## config.mk

```make
export PLATFORM = sky130hd
export DESIGN_NAME = pcie_link_activity_monitor
export DESIGN_NICKNAME = d
export VERILOG_FILES = /design/src/rtl/pcie_link_activity_monitor.sv
export SDC_FILE = /design/constraint.sdc
export NUM_CORES = 1
export LEC_CHECK = 0
export CAP_MARGIN = 30
export CORE_UTILIZATION = 40
export DETAILED_ROUTE_END_ITERATION = 10
export HOLD_SLACK_MARGIN = 0.06
export PLACE_DENSITY = 0.66
export SETUP_SLACK_MARGIN = 0.5
export SLEW_MARGIN = 20
export SYNTH_ARGS = -nofsm -noshare
export SYNTH_HDL_FRONTEND = slang
export SYNTH_SLANG_ARGS = --single-unit
```

## constraint.sdc

```tcl
create_clock -name CLK -period 1.6 [get_ports CLK]
set_input_delay 0.24 -clock CLK [delete_from_list [all_inputs] [get_ports CLK]]
set_output_delay 0.24 -clock CLK [all_outputs]
set_load 0.02 [all_outputs]
```

## src/rtl/pcie_link_activity_monitor.sv

```systemverilog
// Passive PCIe lane monitor: synchronises the serial pairs, tracks per-lane
// electrical activity, link state, negotiated width and link-down events.
module pcie_link_activity_monitor #(
  parameter int LINK_WIDTH  = 1,
  parameter int IDLE_CYCLES = 16,
  parameter int CNT_WIDTH   = 16
) (
  input  logic                  CLK,
  input  logic                  RST,
  input  logic                  PERST_n,
  input  logic [LINK_WIDTH-1:0] TX,
  input  logic [LINK_WIDTH-1:0] TX_,
  input  logic [LINK_WIDTH-1:0] RX,
  input  logic [LINK_WIDTH-1:0] RX_,
  input  logic                  CLR_CNT,
  output logic [LINK_WIDTH-1:0] TX_ACTIVE,
  output logic [LINK_WIDTH-1:0] RX_ACTIVE,
  output logic [2:0]            LINK_STATE,
  output logic [5:0]            ACTIVE_WIDTH,
  output logic                  DEGRADED,
  output logic [CNT_WIDTH-1:0]  LINKDOWN_CNT
);

  localparam int IW  = $clog2(IDLE_CYCLES + 1);
  localparam int NCH = 2 * LINK_WIDTH;
  localparam int SW  = 2 * NCH + 1;
  localparam logic [IW-1:0]        IDLE_MAX = IW'(IDLE_CYCLES);
  localparam logic [CNT_WIDTH-1:0] CNT_MAX  = '1;

  typedef enum logic [2:0] {
    ST_RESET    = 3'd0,
    ST_DETECT   = 3'd1,
    ST_TRAIN    = 3'd2,
    ST_LINKUP   = 3'd3,
    ST_ELECIDLE = 3'd4
  } state_t;

  logic [SW-1:0]         sync1_reg, sync2_reg;
  logic                  perst_n_sync;
  logic [NCH-1:0]        pair_p, pair_n;
  logic [NCH-1:0]        act_mask, act_mask_next;
  logic [LINK_WIDTH-1:0] tx_mask, rx_mask, tx_mask_next, rx_mask_next;
  logic [LINK_WIDTH-1:0] tx_prev_reg, rx_prev_reg;
  logic [IW-1:0]         stab_reg, stab_next;
  logic                  masks_zero, masks_changed, masks_stable;
  state_t                state_reg, state_next;
  logic [CNT_WIDTH-1:0]  cnt_reg, cnt_next;
  logic [5:0]            width_reg, width_next;
  logic                  degraded_reg, degraded_next;
  logic                  linkdown_event;

  // Two-flop synchroniser for PERST_n and every lane wire.
  always_ff @(posedge CLK) begin
    if (RST) begin
      sync1_reg <= '0;
      sync2_reg <= '0;
    end else begin
      sync1_reg <= {PERST_n, RX_, TX_, RX, TX};
      sync2_reg <= sync1_reg;
    end
  end

  // Channels [LINK_WIDTH-1:0] are TX lanes, the upper half are RX lanes.
  assign pair_p       = sync2_reg[NCH-1:0];
  assign pair_n       = sync2_reg[2*NCH-1:NCH];
  assign perst_n_sync = sync2_reg[SW-1];

  genvar gi;
  generate
    for (gi = 0; gi < NCH; gi++) begin : g_chan
      logic [IW-1:0] idle_reg, idle_next;
      logic          chan_act_reg, chan_act_next;

      always_comb begin
        idle_next     = idle_reg;
        chan_act_next = chan_act_reg;
        if (pair_p[gi] != pair_n[gi]) begin
          idle_next     = '0;
          chan_act_next = 1'b1;
        end else if (idle_reg != IDLE_MAX) begin
          idle_next = idle_reg + 1'b1;
          if (idle_next == IDLE_MAX) chan_act_next = 1'b0;
        end
      end

      always_ff @(posedge CLK) begin
        if (RST) begin
          idle_reg     <= IDLE_MAX;
          chan_act_reg <= 1'b0;
        end else begin
          idle_reg     <= idle_next;
          chan_act_reg <= chan_act_next;
        end
      end

      assign act_mask[gi]      = chan_act_reg;
      assign act_mask_next[gi] = chan_act_next;
    end
  endgenerate

  assign tx_mask      = act_mask[LINK_WIDTH-1:0];
  assign rx_mask      = act_mask[NCH-1:LINK_WIDTH];
  assign tx_mask_next = act_mask_next[LINK_WIDTH-1:0];
  assign rx_mask_next = act_mask_next[NCH-1:LINK_WIDTH];

  assign masks_zero    = (tx_mask == '0) && (rx_mask == '0);
  assign masks_changed = (tx_mask != tx_prev_reg) || (rx_mask != rx_prev_reg);
  assign masks_stable  = (tx_mask == rx_mask) && !masks_zero && !masks_changed;

  always_comb begin
    stab_next = '0;
    if (masks_stable) stab_next = (stab_reg == IDLE_MAX) ? IDLE_MAX : stab_reg + 1'b1;
  end

  always_comb begin
    state_next = state_reg;
    if (!perst_n_sync) begin
      state_next = ST_RESET;
    end else begin
      case (state_reg)
        ST_RESET:    state_next = ST_DETECT;
        ST_DETECT:   if (!masks_zero) state_next = ST_TRAIN;
        ST_TRAIN: begin
          if (stab_reg == IDLE_MAX) state_next = ST_LINKUP;
          else if (masks_zero)      state_next = ST_DETECT;
        end
        ST_LINKUP: begin
          if (masks_zero)         state_next = ST_ELECIDLE;
          else if (masks_changed) state_next = ST_TRAIN;
        end
        ST_ELECIDLE: if (!masks_zero) state_next = ST_TRAIN;
        default:     state_next = ST_RESET;
      endcase
    end
  end

  // Width is taken from the masks that will be visible alongside the new state.
  always_comb begin
    width_next = '0;
    for (int i = 0; i < LINK_WIDTH; i++) begin
      width_next = width_next + 6'(tx_mask_next[i] & rx_mask_next[i]);
    end
    if (state_next != ST_LINKUP) width_next = '0;
    degraded_next = (state_next == ST_LINKUP) && (32'(width_next) < LINK_WIDTH);
  end

  assign linkdown_event = (state_reg == ST_LINKUP) &&
                          ((state_next == ST_ELECIDLE) || (state_next == ST_RESET));

  always_comb begin
    cnt_next = cnt_reg;
    if (CLR_CNT)                                    cnt_next = '0;
    else if (linkdown_event && (cnt_reg != CNT_MAX)) cnt_next = cnt_reg + 1'b1;
  end

  always_ff @(posedge CLK) begin
    if (RST) begin
      state_reg    <= ST_RESET;
      stab_reg     <= '0;
      tx_prev_reg  <= '0;
      rx_prev_reg  <= '0;
      cnt_reg      <= '0;
      width_reg    <= '0;
      degraded_reg <= 1'b0;
    end else begin
      state_reg    <= state_next;
      stab_reg     <= stab_next;
      tx_prev_reg  <= tx_mask;
      rx_prev_reg  <= rx_mask;
      cnt_reg      <= cnt_next;
      width_reg    <= width_next;
      degraded_reg <= degraded_next;
    end
  end

  assign TX_ACTIVE    = tx_mask;
  assign RX_ACTIVE    = rx_mask;
  assign LINK_STATE   = state_reg;
  assign ACTIVE_WIDTH = width_reg;
  assign DEGRADED     = degraded_reg;
  assign LINKDOWN_CNT = cnt_reg;

endmodule

```

Word level (Yosys, flattened, before mapping)
Index checks and enable logic that the tools add are counted.

Bits in registers: 55. Bits in latches: 0. Bits in writable memories: 0. Memory bits (read-only): 0. Output and inout port bits: 28. Memories kept: 0.

Add/sub/neg operators: 4. $mul: 0. Divide/modulo/power cells: 0. Order comparisons: 1. Equality and inequality tests: 18. Shifts and indexed selects: 0. Muxes and demuxes: 19. Bitwise gates (word level): 4. Reduce and logical (&&, ||, !) cells: 20.

Operators by type and width (number): $mux W5 (5); $mux W3 (6); $add A16 B1 Y16 const B (1); $ne A16 B16 Y1 const B (1); $add A5 B1 Y5 const B (3); $eq A5 B5 Y1 const B (3); $pmux W3 S4 (1); $ne A5 B5 Y1 const B (2); $reduce_or A2 Y1 (5); $eq A3 B2 Y1 const B (3); $mux W1 (7); $eq A3 B3 Y1 const B (2); $logic_and A1 B1 Y1 (6); $logic_not A3 Y1 (2); $lt A6 B1 Y1 const B (1); $ne A1 B1 Y1 (4); $reduce_bool A2 Y1 (2); $eq A3 B1 Y1 const B (1); $ne A3 B2 Y1 const B (1); $not A1 Y1 (3); $reduce_or A3 Y1 (1); $logic_not A1 Y1 (2); $logic_or A1 B1 Y1 (2); $and A1 B1 Y1 (1); $eq A1 B1 Y1 (1).

Logic depth before layout (Yosys ltp)
Word-level depth: 10. Depth in mapped cells: 7. Gate-level depth less buffers: 7.

Worst setup path after synthesis
Ideal clock, no wire load.

Kind: reg-to-reg. Start point: register cnt_reg[11] (netlist: LINKDOWN_CNT[11]). End point: register cnt_reg[6] (netlist: LINKDOWN_CNT[6]). Setup time: 0.122 ns. Arrival time: 1.482 ns. Required time: 1.478 ns. Slack: -0.003 ns. Cell stages (with the launch flop): 6. Path through: dfxtp_1 nand4_1 nor4_1 and4bb_2 xnor2_1 nor2_1.

Word-level cells in the longest chain between the ends: 2.

RTL lines: start, declared (line 47) `logic [CNT_WIDTH-1:0] cnt_reg, cnt_next;`; start signal, assigned (line 170) `cnt_reg <= cnt_next;`; $ne A16 B16 Y1 (line 153) `else if (linkdown_event && (cnt_reg != CNT_MAX)) cnt_next = cnt_reg + 1'b1;`; $logic_and A1 B1 Y1 (line 153).

No other way between the ends. A chain may end at the register's enable or synchronous reset.

Final worst setup path
Start point: register stab_reg[0]. End point: register width_reg[0] (netlist: ACTIVE_WIDTH[0]).

Word-level cells in the longest chain between the ends: 6.

RTL lines: start, declared (line 44) `logic [IW-1:0] stab_reg, stab_next;`; start signal, assigned (line 167) `stab_reg <= stab_next;`; $eq A5 B5 Y1 (line 124) `if (stab_reg == IDLE_MAX) state_next = ST_LINKUP;`; $mux W3 (line 124); $pmux W3 S4 (line 120) `case (state_reg)`; $mux W3 (line 117) `if (!perst_n_sync) begin`; $ne A3 B2 Y1 (line 143) `if (state_next != ST_LINKUP) width_next = '0;`; $mux W1 (line 143); end signal, assigned (line 171) `width_reg <= width_next;`; end, declared (line 48) `logic [5:0] width_reg, width_next;`.

No other way between the ends.

==> impl_metrics.ini <==
[outcome]
status = completed

[critical_path]
crit_family = simple AND/OR/NAND/NOR gates
path_buf_inv = 1
r2r_cells = 7
path_cells = inv_2 -> ha_4 -> nand4bb_1 -> and3b_1 -> or4_4 -> o21ai_4 -> nor3b_2
r2r_start = stab_reg[0]
critPathKind = reg2reg
max_stage_delay_ns = 0.43
start_kind = flip-flop
path_max_fanout = 3
r2r_end = ACTIVE_WIDTH[0]
cp.depth = 7
rrSetupSlack_ns = 0.01
cp.arrival_ns = 1.83
worstSetupEndpointType = flip-flop
timing.critical_path.from = stab_reg[0]
crit_required_ns = 1.84
cp_slowest_cell = or4_4
setup.worst_path.end = ACTIVE_WIDTH[0]

[placed_design]
io_buffers = 30
hpwlAfterDp_um = 3010
gp_congestion = 0.772
placed_cells = 347

[clock_network]
cts.sinks = 50
cts_buffer_depth = 2
clk-insertion-delay-late_ns = 0.31
cts-buffers-inserted = 5
root_buffer = clkbuf_8
path_clk_slew_ns = 0.10
cts_hold_buf = 0
htree_levels = 2
cts_tree = yes

[finish]
regArea_sq_um = 1090
nNetsFinal = 323
stdcell_count = 381
final_util_pct = 62.6
nFillCells = 461
final_cell_mix = 28 x nor2_1, 28 x buf_4, 27 x buf_6
drive_gt1_share_pct = 48.9
multiInputGateArea_sq_um = 1490
syn2layout_area_growth_pct = 51.0
num_antenna_cells = 0
largest_register_ffs = 16

[grt]
grt_pass1_wl_um = 7670
use_met1_pct = 20.8
grt_pass1_vias = 1686
antenna_found_initial = 0
gr-usage-met3_pct = 4.52
grtUsageMet2_pct = 25.9
grt_usage_pct = 16.5
grt_max_degree = 17
overflow = 0
top_usage_layer = met2

[logic_synthesis]
synthMuxAreaShare_pct = 1.32
synth_top_family_by_area = simple AND/OR/NAND/NOR gates
synthArstFlopShare_pct = 0
yosysSeqAreaShare_pct = 44.1
synth-simple-area-share_pct = 31.1
synth_top_flop_cell = dfxtp_1
synth_enable_flop_cells = 0
avgSynthCellArea_sq_um = 9.50
synth_compound_area_share_pct = 6.12
ys_seq_elements = 50
synth_cell_types = 50
synth_fa_ha_area_share_pct = 3.86
synth_cells = 239
netlist_area_sq_um = 2270
yosysWarnings = 0
synth_xor_area_share_pct = 9.65

[detailed_routing]
drc = 0
drtIter0Drc = 40
antenna_left = 0
vias = 1902
viasPerCell = 4.99
postRouteWirelength_um = 4920
wl_per_cell_um = 12.9
dr.pass1.iters = 4

[sta]
fin_crit_sh_pct = 99.3
setup_viol = 0
finClkSkew_ns = 0.0143
maxSlewViolCount = 0
fin_crit_ns = 1.59
rsz0062_at_grt = true
final_hold_viol_count = 0
max_freq_mhz = 629

[pwr]
ir_worst_vdd_mv = 0.563
p_per_area_nw_per_um2 = 731
power_mw = 2.51
p_leak_nw = 1.31

[die]
dieArea_sq_um = 5980
dieWidth_um = 77.3
design.core.area_sq_um = 5470
die_h_um = 77.3
start_util_pct = 41.5
io_pins = 36
row_count = 27

[min_path]
min_path_type = reg2reg

[run]
max_cap_violations = 0
## how the worst min path moves through the flow
| stage | endpoint | cells past startpoint | start |
|---|---|---|---|
| floorplan | tx_prev_reg | 1 | RST |
| global placement | sync2_reg[0] | 1 | sync1_reg[0] |
| detailed placement | stab_reg[0] | 1 | stab_reg[0] |
| CTS | LINK_STATE[1] | 3 | RST |
| global route | sync2_reg[4] | 1 | sync1_reg[4] |
| finish | sync2_reg[4] | 1 | sync1_reg[4] |
## cell families after synthesis
kind of cell	after synthesis
adder cells (fa/ha/maj)	7
other	1
AND/OR/NAND/NOR	116
flip-flops	50
XOR/XNOR	25
AO/OA/AOI/OAI	20
multiplexers	3
buffers and inverters	17
## timing repair
action | CTS | global route
resized for setup | 132 | 67
setup endpoints to repair | 57 | 56
pin swaps | 14 | 25
setup buffers | 13 | 13
## routing by layer
metal | up-vias | wire (um)
li1 | 954 | -
met1 | 905 | 2200
met2 | 39 | 2490
met3 | 4 | 169
met4 | 0 | 64
met5 | - | 0
## worst register-to-register path, stage by stage (launching register included)
cell and delay [ns]:
dfxtp_2 0.34, inv_2 0.07, ha_4 0.12, nand4bb_1 0.12, and3b_1 0.20, or4_4 0.43, o21ai_4 0.08, nor3b_2 0.16
## cell type report
cell class / count / area share (%)
clock buffers: 7 / 2.85
clock inverters: 1 / 0.255
inverters: 8 / 0.876
multi-input cells: 176 / 43.5
flip-flops and latches: 50 / 31.8
well taps: 72 / 2.63
repair buffers: 67 / 18.1
## metrics by stage
stage / cell area, sq um / hold WS (ns) / TNS, ns / worst slack (ns)
floorplan: 2420 / 0.323 / 0 / 0.114
global placement: 2840 / 0.415 / -0.297 / -0.0998
detailed placement: 2840 / 0.427 / -0.367 / -0.117
CTS: 3090 / 0.433 / 0 / 0.00326
global route: 3430 / 0.457 / -0.160 / -0.0664
finish: 3430 / 0.429 / 0 / 0.0110
## power breakdown
part	switching (mW)	internal (mW)
combinational	0.155	0.194
clock	0.426	0.407
sequential	0.0556	1.27
total	0.636	1.87
## synth_stat cells, types with 2 or more instances
cell,instances,share of area [%]
and4_1,2,0.77
nor3b_1,4,1.3
o21bai_1,2,0.66
nand2_1,11,1.8
nand3b_1,2,0.66
mux2i_1,3,1.3
or2_2,3,0.83
inv_1,8,1.3
and3b_1,4,1.5
nor2b_1,13,3.6
or4_1,2,0.66
nor4b_1,2,0.77
a311oi_1,2,0.77
ha_1,7,3.9
dfxtp_1,50,44
nor3_1,6,1.3
nand2b_1,4,1.1
o21ai_0,5,1.1
xor2_1,13,5.0
nand4_1,6,1.7
nand4b_1,2,0.77
a31oi_1,2,0.55
and3_1,4,1.1
clkbuf_1,4,0.66
nand3_1,9,2.0
buf_4,5,1.7
a21oi_1,2,0.44
xnor2_1,12,4.6
nor2_1,29,4.8
No activity file was read; power rests on OpenSTA's default activity.
